<file path="src/rtl/quick_attack_sequencer.sv">
// quick_attack_sequencer: erase/move/redraw/wait-frame controller for the Pikachu quick-attack block.
// Ports: clock, reset_all (async, active-high); start/busy/attack_done to the battle FSM;
// done_animate/done_pikachu/done_quick_attack/p_qa_colour from the quick-attack block;
// qa_reset_n/enable_animate/enable_p_qa/enable_draw_pika to it; vga_colour/vga_plot to the VGA adapter;
// step_count = move steps in this attack (saturating); wd_error = sticky watchdog flag.
// Optional: define QA_WATCHDOG_EN to bound each erase/draw phase to WD_CYCLES clocks.
module quick_attack_sequencer #(
  parameter logic [2:0]  ERASE_COLOUR = 3'b000,
  parameter logic [15:0] WD_CYCLES    = 16'd20000
) (
  input  logic       clock,
  input  logic       reset_all,
  input  logic       start,
  input  logic       done_animate,
  input  logic       done_pikachu,
  input  logic       done_quick_attack,
  input  logic [2:0] p_qa_colour,
  output logic       qa_reset_n,
  output logic       enable_animate,
  output logic       enable_p_qa,
  output logic       enable_draw_pika,
  output logic [2:0] vga_colour,
  output logic       vga_plot,
  output logic       busy,
  output logic       attack_done,
  output logic [7:0] step_count,
  output logic       wd_error
);
  typedef enum logic [2:0] {IDLE, ERASE, GAP1, MOVE, DRAW, GAP2, WAIT_FRAME, FINISH} state_t;
  state_t state, nxt;
  logic first, frame_pending, quit, erasing, drawing, wd;
  // The attack-complete check happens on the first ERASE cycle, so that cycle must not plot.
  assign quit = state == ERASE && first && done_quick_attack;
  assign erasing = state == ERASE && !quit;
  assign drawing = state == DRAW;
  assign enable_draw_pika = erasing | drawing;
  assign vga_plot = erasing | drawing;
  assign vga_colour = drawing ? p_qa_colour : erasing ? ERASE_COLOUR : 3'b000;
`ifdef QA_WATCHDOG_EN
  logic [15:0] wd_cnt;
  assign wd = (erasing | drawing) && wd_cnt == WD_CYCLES - 16'd1;
  always_ff @(posedge clock or posedge reset_all) begin
    if (reset_all) begin
      wd_cnt <= 16'd0;
      wd_error <= 1'b0;
    end else begin
      wd_cnt <= nxt != state ? 16'd0 : wd_cnt + 16'd1;
      wd_error <= wd_error | wd;
    end
  end
`else
  logic unused_wd;
  assign unused_wd = ^WD_CYCLES;
  assign wd = 1'b0;
  assign wd_error = 1'b0;
`endif
  always_comb begin
    nxt = state;
    case (state)
      IDLE:       nxt = start ? ERASE : IDLE;
      ERASE:      nxt = quit ? FINISH : done_pikachu ? GAP1 : wd ? FINISH : ERASE;
      GAP1:       nxt = MOVE;
      MOVE:       nxt = DRAW;
      DRAW:       nxt = done_pikachu ? GAP2 : wd ? FINISH : DRAW;
      GAP2:       nxt = WAIT_FRAME;
      WAIT_FRAME: nxt = (frame_pending | done_animate) ? ERASE : WAIT_FRAME;
      default:    nxt = IDLE;
    endcase
  end
  // Control outputs are registered from the next state so they line up with the state they describe.
  always_ff @(posedge clock or posedge reset_all) begin
    if (reset_all) begin
      state <= IDLE;
      first <= 1'b0;
      frame_pending <= 1'b0;
      step_count <= 8'd0;
      busy <= 1'b0;
      qa_reset_n <= 1'b0;
      enable_animate <= 1'b0;
      enable_p_qa <= 1'b0;
      attack_done <= 1'b0;
    end else begin
      state <= nxt;
      first <= nxt != state;
      step_count <= (state == IDLE && start) ? 8'd0 :
                    (state == MOVE && step_count != 8'hFF) ? step_count + 8'd1 : step_count;
      frame_pending <= (state == IDLE || (state == WAIT_FRAME && nxt == ERASE)) ? 1'b0 :
                       (done_animate && state inside {ERASE, GAP1, MOVE, DRAW, GAP2}) ? 1'b1 : frame_pending;
      busy <= nxt != IDLE;
      qa_reset_n <= !(nxt inside {IDLE, FINISH});
      enable_animate <= nxt inside {ERASE, GAP1, MOVE, DRAW, GAP2, WAIT_FRAME};
      enable_p_qa <= nxt == MOVE;
      attack_done <= nxt == FINISH;
    end
  end
endmodule

</file>
<file path="config.mk">
export PLATFORM = sky130hd
export DESIGN_NAME = quick_attack_sequencer
export DESIGN_NICKNAME = d
export VERILOG_FILES = /design/src/rtl/quick_attack_sequencer.sv
export SDC_FILE = /design/constraint.sdc
export NUM_CORES = 1
export LEC_CHECK = 0
export ABC_AREA = 1
export CORE_MARGIN = 5
export CORE_UTILIZATION = 40
export DETAILED_ROUTE_END_ITERATION = 8
export PLACE_DENSITY = 0.69
export SLEW_MARGIN = 20
export SYNTH_ARGS = -nofsm -noshare
export SYNTH_HDL_FRONTEND = slang
export SYNTH_SLANG_ARGS = --single-unit
</file>
<file path="constraint.sdc">
create_clock -name clock -period 1.6 [get_ports clock]
set_clock_uncertainty 0.15 [all_clocks]
set_input_delay 0.32 -clock clock [delete_from_list [all_inputs] [get_ports clock]]
set_output_delay 0.32 -clock clock [all_outputs]
set_load 0.05 [all_outputs]
</file>
# After elaboration in Yosys (flattened, before gate mapping)
# Index checks and enable logic that the tools add are counted.
[word_totals] regBits=18 inputBits=9 output_inout_bits=19 wordCells=56
[classes] add_sub_neg=1 n_eq_ne=15 n_mux=11 bitwise=2 reduce_logical=18
[ops] operator="3-bit == test, second input constant" n=7
[ops] operator="3-bit case mux with 7 select lines" n=1
[ops] operator="8-bit two-way mux" n=2
[ops] operator="3-bit by 2-bit == test with 1-bit output, second input constant" n=4
[ops] operator="3-bit two-way mux" n=3
[ops] operator="8-bit by 1-bit adder with 8-bit output, second input constant" n=1
[ops] operator="8-bit inequality test, second input constant" n=1
[ops] operator="1-bit logical AND" n=7
[ops] operator="3-bit by 1-bit == test with 1-bit output, second input constant" n=2
[ops] operator="3-bit zero test" n=2
[ops] operator="2-bit nonzero test" n=3
[ops] operator="6-bit nonzero test" n=1
[ops] operator="5-bit nonzero test" n=1
[ops] operator="1-bit two-way mux" n=4
[ops] operator="3-bit inequality test" n=1
[ops] operator="3-bit nonzero test" n=1
[ops] operator="1-bit zero test" n=2
[ops] operator="2-bit two-way mux" n=1
[ops] operator="1-bit OR" n=2
[ops] operator="1-bit logical OR" n=1

# Depth between registers and ports, before layout
# Gate-level depths: netlist (run 1).
[logic_depth] ltp_word=9 depth_mapped=10 depth_no_buf=9

# Worst setup path after synthesis (run 1)
# No wires, ideal clock.
[synth_timing] path_kind="register to output" from="reg state[1]" to="out vga_plot" arrival_ns=1.410 t_required_ns=1.130 slack_ns=-0.280 stages_incl_launch_ff=6 path_buffers=2 cell_sequence="dfrtp_1 -> buf_4 -> nor3_2 -> nand2_1 -> nand2_1 -> buf_4"
[synth_between] elab_chain_cells=6 word_cells_on_any_way=7
[synth_rtl] item="start, declared" line_no="30" text="state_t state, nxt;"
[synth_rtl] item="start signal, assigned" line_no="83" text="state <= nxt;"
[synth_rtl] item="3-bit by 1-bit == test with 1-bit output" line_no="33, 34"
[synth_rtl] item="1-bit logical AND (2 in a row)" line_no="33" text="assign quit = state == ERASE && first && done_quick_attack;"
[synth_rtl] item="1-bit zero test" line_no="34" text="assign erasing = state == ERASE && !quit;"
[synth_rtl] item="1-bit logical AND" line_no="34"
[synth_rtl] item="1-bit OR *"
[synth_rtl] item="end, declared" line_no="23" text="output logic vga_plot,"
# Every way passes the cells marked *; elsewhere a longest branch is shown, timed or not.

# Worst setup path in the final report (run 1)
[layout_timing] from="reg state[1]" to="out vga_plot"
[layout_between] elab_chain_cells=6 word_cells_on_any_way=7
[layout_rtl] item="3-bit by 1-bit == test with 1-bit output" line_no="33, 34"
[layout_rtl] item="1-bit logical AND (2 in a row)" line_no="33"
[layout_rtl] item="1-bit zero test" line_no="34"
[layout_rtl] item="1-bit logical AND" line_no="34"
[layout_rtl] item="1-bit OR *" line_no="37" text="assign vga_plot = erasing | drawing;"
# Marked as above.

==> results.yml, run 1 <==
critical_path:
  critPathArrivalTime_ns: 1.31
  critPathMaxFanout: 4
  cp.required_ns: 1.13
  worstRegToRegCells: 8
  crit_path_start_kind: "flop"
  r2r_setup_slack_ns: 0.04
  crit_start: "state[1]"
  critPathCaptureType: "output port"
  rr_startpoint: "state[1]"
  crit_end: "vga_plot"
  path_class: "reg -> out"
  reg2reg_to: "busy"
synthesis:
  netlist_instances: 135
  synth_edf_count: 0
  synth_area_leaders: "dfrtp_1 46%, nand2_1 13%, inv_1 7.3%"
  synth_area_sq_um: 983
  synth_top_cell_by_area: "dfrtp_1"
  postSynthAreaPerCell_sq_um: 7.28
  yosysWarnings: 0
  synth_seq_area_share: 0.458
  ys_async_sr_fraction: 1.00
  synth.top_cell.area_share: 0.458
  synth_cell_type_count: 20
  synth_seq_cells: 18
  synthMostInstantiatedCell: "nand2_1"
  synthFlopType: "dfrtp_1"
  ys_top_cells_by_count: "35 x nand2_1, 19 x inv_1, 18 x dfrtp_1"
  syn_nets: 145
grt:
  antenna_found_initial: 0
  grt_max_degree: 19
  globalRouteOverflowTotal: 0
  grt_usage: 0.150
  grt_pass1_wl_microns: 4060
  grt_pass1_vias: 980
pwr:
  power_leakage_nw: 0.871
  peakVddDrop_uv: 1530
  p_per_area_nw_per_um2: 1920
  power_w: 0.00336
placed_design:
  place.gp.congestion: 0.824
  portBuffers: 26
  place_area_sq_um: 1500
  dp_worst_setup_slack_ns: -0.160
  dpl.hpwl_microns: 1750
floorplan:
  initial_core_util: 0.408
  core_sq_um: 2410
  ioPinCount: 28
  die_h_microns: 59.6
  die_w_microns: 59.6
  die-area_sq_um: 3550
  rows: 18
status:
  violations: "negative setup slack"
  outcome: "finished, violations left"
layout:
  nets: 190
  drive_gt1_frac: 0.441
  syn_to_final_growth_pct: 78.2
  design_area_sq_um: 1750
  diodes: 0
routing:
  detail_route.wl_per_cell_microns: 12.5
  drt_iter0_markers: 23
  postRouteWirelength_microns: 2610
  drc: 0
  vias: 1017
  antenna_left: 0
  routed_via_density: 4.87
  first_pass_iters: 4
cts:
  clk_latency_ns: 0.30
  cts_tree: "done"
  clk_pin_slew_ns: 0.11
  clock_sinks: 18
  clockBufferDepth: 2
  cts-root-buf: "clkbuf_4"
  numCtsBuffers: 3
  htreeDepth: 1
timing:
  min_period_ns: 1.78
  hold_viol_final: 0
  whs_ns: 0.177
  max_freq_mhz: 561
  report.final.slew_viol_count: 0
  finalSetupViolCount: 5
  rsz0062_at_grt: "true"
  period_share: 1.11
  setup_ws_ns: -0.182
flow_run:
  maxCapViolations: 0
hold_path:
  hp-class: "in -> async"
routing by layer:
metal,GRT usage,share of wire
met1,0.173,0.40
met3,0.0196,0.044
met5,0,0
met4,0.0759,0.017
met2,0.268,0.54
power by group:
part / internal, W / switching [W]
combinational: 0.00105 / 0.00126
clock: 0.000139 / 0.000149
sequential: 0.000611 / 0.000155
cell usage in the layout, fill, tap and decap left out, drive strengths merged, types with 4 or more instances in the layout:
cell,count
o21ai,6
nand2,38
nor2,16
nand3,14
dfrtp,18
buf,36
inv,25
clkdlybuf4s50,8
nand4,4
clkbuf,4
worst max-delay path, stage by stage (launching register included):
cell and delay, ns:
dfrtp_2 0.47, nor3_4 0.23, nand2_2 0.09, nand2_4 0.09
buf_12 0.14
state kept, by name, summed over array words and instances (netlist names):
register and cells:
frame_pending 1, enable_animate 1, state 3, attack_done 1, qa_reset_n 1, enable_p_qa 1
step_count 8, first 1, busy 1
cells by family after synthesis:
family / Yosys count / share of synthesized area
flops: 18 / 0.458
buf+inv: 29 / 0.123
fa+ha+maj: 1 / 0.0127
other cells: 1 / 0.00381
compound gates: 10 / 0.0560
simple gates: 76 / 0.346
through the flow:
step                utilization  TNS [ns]  cells
finish                    0.727    -0.816    209
global route              0.727     -1.26    209
CTS                       0.667    -0.767    200
detailed placement        0.621    -0.663    191
global placement          0.621    -0.458    191
floorplan                     -    -0.181    135
worst min path at each step:
stage	startpoint	end	slack, ns
final	reset_all	step_count[2]	0.18
after global routing	reset_all	step_count[7]	0.22
after CTS	reset_all	step_count[2]	0.19
after detailed placement	frame_pending	frame_pending	0.38
after global placement	frame_pending	frame_pending	0.36
after floorplan	reset_all	attack_done	0.11
final cells by class:
cell class,count,area (sq um)
Clock buffer,4,36.3
Fill cell,163,657
Inverter,25,98.8
Multi-Input combinational cell,88,544
Sequential cell,18,459
Tap cell,30,37.5
Timing Repair Buffer,44,577
repair_timing:
item,4_1_cts,5_1_grt
buffers inserted,5,8
setup endpoints to repair,5,16
pin swaps,1,7
hold buffers,0,0
cloned,0,1
resized for setup,10,21
Power figures use the tool's default switching activity.
==> inputs of run 2 (changes only) <==
--- a/config.mk
+++ b/config.mk
@@ -9,8 +9,7 @@
 export CORE_MARGIN = 5
 export CORE_UTILIZATION = 40
 export DETAILED_ROUTE_END_ITERATION = 8
-export PLACE_DENSITY = 0.69
-export SLEW_MARGIN = 20
+export PLACE_DENSITY = 0.78
 export SYNTH_ARGS = -nofsm -noshare
 export SYNTH_HDL_FRONTEND = slang
 export SYNTH_SLANG_ARGS = --single-unit
==> run 2 against run 1 <==
The run still ends with negative setup slack left; die area unchanged; flip-flop and latch count unchanged; utilization decreased by 0.26 points; largest cell class unchanged; worst hold slack got worse by 0.0051 ns; cell area decreased by 0.36%; first-iteration DRC count increased by 26%; critical path type unchanged; clock-buffer cell count unchanged; power increased by 1.6%; clock power about the same.
==> results.yml, run 2 (synthesized netlist as in run 1, its figures left out) <==
pwr:
  power_w: 0.00342
  p_per_area_nw_per_um2: 1960
  power_leakage_nw: 0.869
  peakVddDrop_uv: 1870
layout:
  most-common-layout-cells: "30 x nand2_1, 19 x inv_1, 19 x buf_12, 15 x buf_4, 11 x dfrtp_1"
  nets: 190
  largest_reg_flops: 8
  syn_to_final_growth_pct: 77.6
  final_common_cell: "nand2_1"
  largest-register: "step_count"
  diodes: 0
  reg_top3: "step_count (8), state (3)"
  drive_gt1_frac: 0.441
cts:
  numCtsBuffers: 3
  clockBufferDepth: 2
  cts_tree: "done"
  clk_pin_slew_ns: 0.10
  clock_sinks: 18
  clk_latency_ns: 0.30
  cts-root-buf: "clkbuf_4"
  htreeDepth: 1
routing:
  wl_met3_microns: 238
  routed_via_density: 5.10
  drt-met1-wl_microns: 1070
  first_pass_iters: 4
  drc: 0
  detail_route.wl_per_cell_microns: 14.0
  highest_layer: "met4"
  antenna_left: 0
  vias: 1065
  postRouteWirelength_microns: 2930
  drt_iter0_markers: 29
  met2_length_microns: 1520
critical_path:
  path_class: "reg -> out"
  critPathMaxFanout: 4
  crit_end: "vga_plot"
  worstRegToRegCells: 9
  r2r_setup_slack_ns: 0.02
  cp.required_ns: 1.13
  reg2reg_to: "first"
  critPathArrivalTime_ns: 1.34
  rr_startpoint: "state[1]"
  crit_start: "state[1]"
  crit_path_start_kind: "flop"
  critPathCaptureType: "output port"
placed_design:
  dpl.hpwl_microns: 1930
  portBuffers: 26
  place.gp.congestion: 0.860
  dp_worst_setup_slack_ns: -0.135
timing:
  hold_viol_final: 0
  min_period_ns: 1.81
  period_share: 1.13
  rsz0062_at_grt: "true"
  tns_ns: -0.984
  setup_ws_ns: -0.208
  max_freq_mhz: 553
  finalSetupViolCount: 5
  report.final.slew_viol_count: 0
status:
  violations: "negative setup slack"
  outcome: "finished, violations left"
flow_run:
  maxCapViolations: 0
floorplan:
  rows: 18
  initial_core_util: 0.408
  die_h_microns: 59.6
  ioPinCount: 28
  die-area_sq_um: 3550
  core_sq_um: 2410
  die_w_microns: 59.6
grt:
  grt_max_degree: 19
  grt_pass1_wl_microns: 4390
  globalRouteOverflowTotal: 0
  grt_pass1_vias: 1016
  antenna_found_initial: 0
  grt_usage: 0.163
hold_path:
  hp-class: "in -> async"
## run 2: report_power, final
part	switching, W	leakage, nW	internal, W
combinational	0.00128	0.628	0.00107
sequential	0.000163	0.221	0.000611
clock	0.000151	0.0210	0.000139
## run 2: per-stage QoR
step                hold slack, ns  std cells   util  area (sq um)
finish                       0.172        209  0.725          1750
global route                 0.185        209  0.725          1750
CTS                          0.175        202  0.667          1610
detailed placement           0.396        194  0.630          1520
global placement             0.359        194  0.630          1520
floorplan                    0.108        135      -          1020
## run 2: area by class of cell
class	instances	area, sq um
well taps	30	37.5
repair buffers	44	589
flip-flops and latches	18	459
clock buffers	4	36.3
inverters	25	96.3
multi-input cells	88	528
fillers	164	663
## run 2: worst max-delay path: stages, from the launching register on
cell and delay [ns]:
dfrtp_2 0.47, nor3_4 0.24, nand2_2 0.09, nand2_4 0.09
buf_12 0.14
## run 2: worst min-delay path by stage
stage                        startpoint            end  depth (start not counted)
after global placement    frame_pending  frame_pending                          1
after floorplan               reset_all    attack_done                          1
after detailed placement  frame_pending  frame_pending                          1
final                         reset_all  step_count[7]                          3
after CTS                     reset_all          first                          3
after global routing          reset_all  step_count[7]                          3
## run 2: what timing repair did
action	in CTS	in global routing
setup buffers	4	6
endpoints found under the setup margin	5	17
resized for setup	7	20
gates cloned	0	1
pin swaps	1	6
hold buffers	0	0
## run 2: metal layers
metal / vias to the layer above / global-route usage
li1: 504 / -
met3: 12 / 0.0479
met4: 0 / 0.0696
met1: 497 / 0.174
met5: - / 0
met2: 52 / 0.295
